### config.mk
export PLATFORM = sky130hd
export DESIGN_NAME = ram8_bank
export DESIGN_NICKNAME = d
export VERILOG_FILES = /design/src/rtl/hack_pkg.sv /design/src/rtl/dmux.sv /design/src/rtl/dmux8way.sv /design/src/rtl/ram8_bank.sv
export SDC_FILE = /design/constraint.sdc
export NUM_CORES = 1
export LEC_CHECK = 0
export CAP_MARGIN = 20
export CORE_AREA = 2 2 103 105
export CTS_CLUSTER_DIAMETER = 60
export CTS_CLUSTER_SIZE = 10
export DETAILED_ROUTE_END_ITERATION = 8
export DIE_AREA = 0 0 105 107
export PLACE_DENSITY = 0.79
export SLEW_MARGIN = 20
export SYNTH_ARGS = -nofsm -noshare
export SYNTH_HDL_FRONTEND = slang
export SYNTH_SLANG_ARGS = --single-unit
### constraint.sdc
create_clock -name clock -period 2.8 [get_ports clock]
set_input_delay 0.84 -clock clock [delete_from_list [all_inputs] [get_ports clock]]
set_output_delay 0.84 -clock clock [all_outputs]
set_load 0.03 [all_outputs]
### src/rtl/hack_pkg.sv
// Shared datapath types and constants for the register and memory blocks.
package hack_pkg;

  localparam int unsigned WORD_W = 16;
  localparam int unsigned ADDR8_W = 3;

  typedef logic [WORD_W-1:0]  word_t;
  typedef logic [ADDR8_W-1:0] addr8_t;

endpackage : hack_pkg

### src/rtl/dmux.sv
// 1-to-2 demultiplexer: routes in to a when sel=0, to b when sel=1.
module dmux (
  input  logic in,
  input  logic sel,
  output logic a,
  output logic b
);

  assign a = in & ~sel;
  assign b = in &  sel;

endmodule : dmux

### src/rtl/dmux8way.sv
// 1-to-8 demultiplexer built as a three-level tree of dmux cells; output is one-hot or zero.
module dmux8way
  import hack_pkg::*;
(
  input  logic   in,
  input  addr8_t sel,
  output logic   a,
  output logic   b,
  output logic   c,
  output logic   d,
  output logic   e,
  output logic   f,
  output logic   g,
  output logic   h
);

  logic       hi_lo_0;
  logic       hi_lo_1;
  logic [3:0] mid;

  // sel[2] picks the half, sel[1] the quarter, sel[0] the word.
  dmux u_top (.in(in), .sel(sel[2]), .a(hi_lo_0), .b(hi_lo_1));

  dmux u_mid0 (.in(hi_lo_0), .sel(sel[1]), .a(mid[0]), .b(mid[1]));
  dmux u_mid1 (.in(hi_lo_1), .sel(sel[1]), .a(mid[2]), .b(mid[3]));

  dmux u_leaf0 (.in(mid[0]), .sel(sel[0]), .a(a), .b(b));
  dmux u_leaf1 (.in(mid[1]), .sel(sel[0]), .a(c), .b(d));
  dmux u_leaf2 (.in(mid[2]), .sel(sel[0]), .a(e), .b(f));
  dmux u_leaf3 (.in(mid[3]), .sel(sel[0]), .a(g), .b(h));

endmodule : dmux8way

### src/rtl/ram8_bank.sv
// Eight-word register bank: one-hot write decode of load, combinational read of word[address].
module ram8_bank
  import hack_pkg::*;
#(
  parameter int unsigned WIDTH  = WORD_W,
  parameter int unsigned ADDR_W = $bits(addr8_t)
) (
  input  logic              clock,
  input  logic              reset,
  input  logic [WIDTH-1:0]  in,
  input  logic              load,
  input  logic [ADDR_W-1:0] address,
  output logic [WIDTH-1:0]  out,
  output logic [7:0]        written
);

  localparam int unsigned DEPTH = 8;

  logic [WIDTH-1:0] word [DEPTH];
  logic [DEPTH-1:0] load_k;

  dmux8way u_dmux (
    .in  (load),
    .sel (addr8_t'(address)),
    .a   (load_k[0]),
    .b   (load_k[1]),
    .c   (load_k[2]),
    .d   (load_k[3]),
    .e   (load_k[4]),
    .f   (load_k[5]),
    .g   (load_k[6]),
    .h   (load_k[7])
  );

  // Reset wins over any write in the same cycle.
  always_ff @(posedge clock) begin
    if (reset) begin
      for (int k = 0; k < DEPTH; k++) begin
        word[k] <= '0;
      end
      written <= '0;
    end else begin
      for (int k = 0; k < DEPTH; k++) begin
        if (load_k[k]) begin
          word[k]    <= in;
          written[k] <= 1'b1;
        end
      end
    end
  end

  assign out = word[addr8_t'(address)];

endmodule : ram8_bank

==> qor.yml <==
run_status:
  status: "finished, violations left"
  violations: "setup timing"
power_and_ir_drop:
  power.density_nw_per_um2: 686.1
  ir_worst_vdd_uv: 575.4
  p_leak_nw: 2.738
detailed_routing:
  drt-total-wl_um: 13850
  vias_per_cell: 5.863
  first_pass_iters: 5
  ant_nets: 0
  routedWlPerCell_um: 23.12
  drc: 0
  initialDrtViolationCount: 328
  num_vias: 3512
global_routing:
  grt_pass1_vias: 3706
  grtUsageTotal_pct: 26.30
  antenna_found_initial: 0
  overflow: 0
  grt_pass1_wl_um: 20980
  grt_max_degree: 33
setup_path:
  r2r_cells: 2
  end_kind: "output port"
  worstSetupPathType: "in2out"
  critPathTopFamily: "multiplexers"
  startpoint_type: "input pin"
  rr_startpoint: "written[3]"
  r2r_slack_ns: 2.20
  crit_chain: "buf_16 -> buf_16 -> buf_6 -> mux4_2 -> mux2_4 -> buf_6"
  max_stage_delay_ns: 0.48
  cp.arrival_ns: 2.12
  critPathRequiredTime_ns: 1.96
  cp.depth: 6
  cp_max_fo: 6
  crit_start: "address[0]"
  crit_slowest_cell: "mux4_2"
  cp_num_buf_inv: 4
clocking:
  cts_buffer_depth: 2
  worstSkewPairLatency_ns: 0.52
  cts_buffers: 17
  cts_tree: "yes"
  cts-htree-levels: 4
  cts_root_buf: "clkbuf_8"
  cts.reportedPaths.clkPinSlew_ns: 0.06
  clock_sinks: 136
placement:
  place_hpwl_um: 8336
  port_buffers: 45
  finalWeightedCongestion: 0.7756
die:
  io_pins: 46
  rows: 37
  core_area_sq_um: 10090
  die_w_um: 105
  dieArea_sq_um: 11240
  die_y_um: 107
  start_util_pct: 57.18
cells_and_area:
  final_cell_mix: "edfxtp_1 (128), nor2_1 (86), mux4_2 (32), buf_4 (31), clkdlybuf4s50_1 (26)"
  area_growth_syn_to_layout_pct: 28.08
  diodes: 0
  final_net_count: 472
  final_common_cell: "edfxtp_1"
  drive_gt1_share_pct: 31.75
logic_synthesis:
  yosys.area.top_type: "edfxtp_1"
  synth_top_area_share_pct: 66.61
  syn_area_per_cell_sq_um: 15.68
  yosys_warnings: 0
  synthTopCellsByArea: "edfxtp_1 (67%), mux4_2 (12%), nor2_1 (5.6%)"
  ys_seq_area_share_pct: 69.38
  synthCells: 368
  syn_area_sq_um: 5771
  synth-seq-cells: 136
  syn_nets: 390
  synth.distinct_cells: 18
timing:
  post-route-min-period_ns: 2.963
  hold_viol_final: 0
  tns_ns: -1.597
  slew_viol_final: 0
  rsz0062_at_grt: "yes"
  fin_ws_ns: -0.1626
  worst_pin_slew_ns: 0.3648
  skew_ns: 0
  setup_viol: 16
  fmax_ghz: 0.3375
  period_share_pct: 105.8
  hold_slack_ns: 0.4479
  maxSlewHeadroom_pct: 75.68
min_path:
  holdPathStages: 2
  timing.hold.worst.class: "reg2reg"
  worstHoldStart: "written[1]"
flow_run:
  drv_cap: 0
==> power by group <==
part	internal [mW]	leakage [nW]	switching (mW)	total, mW
combinational	0.314	1.17	0.317	0.631
clock	1.24	0.267	0.788	2.03
sequential	2.37	1.31	0.0424	2.41
total	3.92	2.74	1.15	5.07
==> per-stage QoR <==
step                setup WS, ns  total power, mW  cell area (sq um)  util [%]  cells
global route             -0.1991            5.187               7391     73.23    599
CTS                      -0.1659            5.079               7391     73.23    599
finish                   -0.1626            5.071               7391     73.23    599
floorplan                0.03987            2.765               5776         -    368
detailed placement       -0.8896            3.013               6603     65.42    559
global placement         -0.8558            2.991               6603     65.42    559
==> flip-flops by register name, summed over array words and instances (netlist names) <==
signal   flops
written      8
word       128
==> per-layer routing <==
metal	global-route usage, %	vias to the layer above	part of all wire, %	wire length, um
met5	0	-	0	0
met4	11.05	0	1.6	226
met3	6.018	20	8.1	1123
met2	44.06	191	52	7244
met1	33.45	1791	38	5257
li1	-	1510	-	-
==> Yosys cell counts (all sizes together) <==
cell,number
edfxtp,128
nor2,96
mux4,32
inv,24
nand2b,24
buf,17
mux2,16
a21oi,8
dfxtp,8
clkbuf,7
nand4b,3
nand4bb,3
nand4,1
or4b,1
==> final cells by class <==
cell class | instances | area (sq um)
sequential | 136 | 4004
fill | 634 | 2701
multi-input combinational | 184 | 1609
timing repair buffer | 87 | 975.9
clock buffer | 23 | 466.7
tap | 136 | 170.2
inverter | 24 | 90.09
clock inverter | 9 | 75.07
==> tightest hold or removal path, delay by kind of cell (launching register included) <==
kind            cells  cell delay [ns]
compound gates      1             0.05
flops               1             0.31
buf+inv             1             0.04
==> cells by family after synthesis <==
kind of cell / share of synthesized area, %
flops: 69.38
simple gates: 10.60
mux: 15.61
buf+inv: 3.708
compound gates: 0.6939
==> worst paths after layout <==
path,to
worst max-delay path,out[13]
worst min-delay path,written[1]
worst max register to register,written[3]
worst min register to register,written[1]
==> what timing repair did <==
item	4_1_cts	5_1_grt
gates resized for setup	137	0
gates cloned	4	0
buffers inserted	4	0
pin swaps	0	0
hold buffers	0	0
setup endpoints to repair	16	16
No activity file was read; power rests on OpenSTA's default activity.
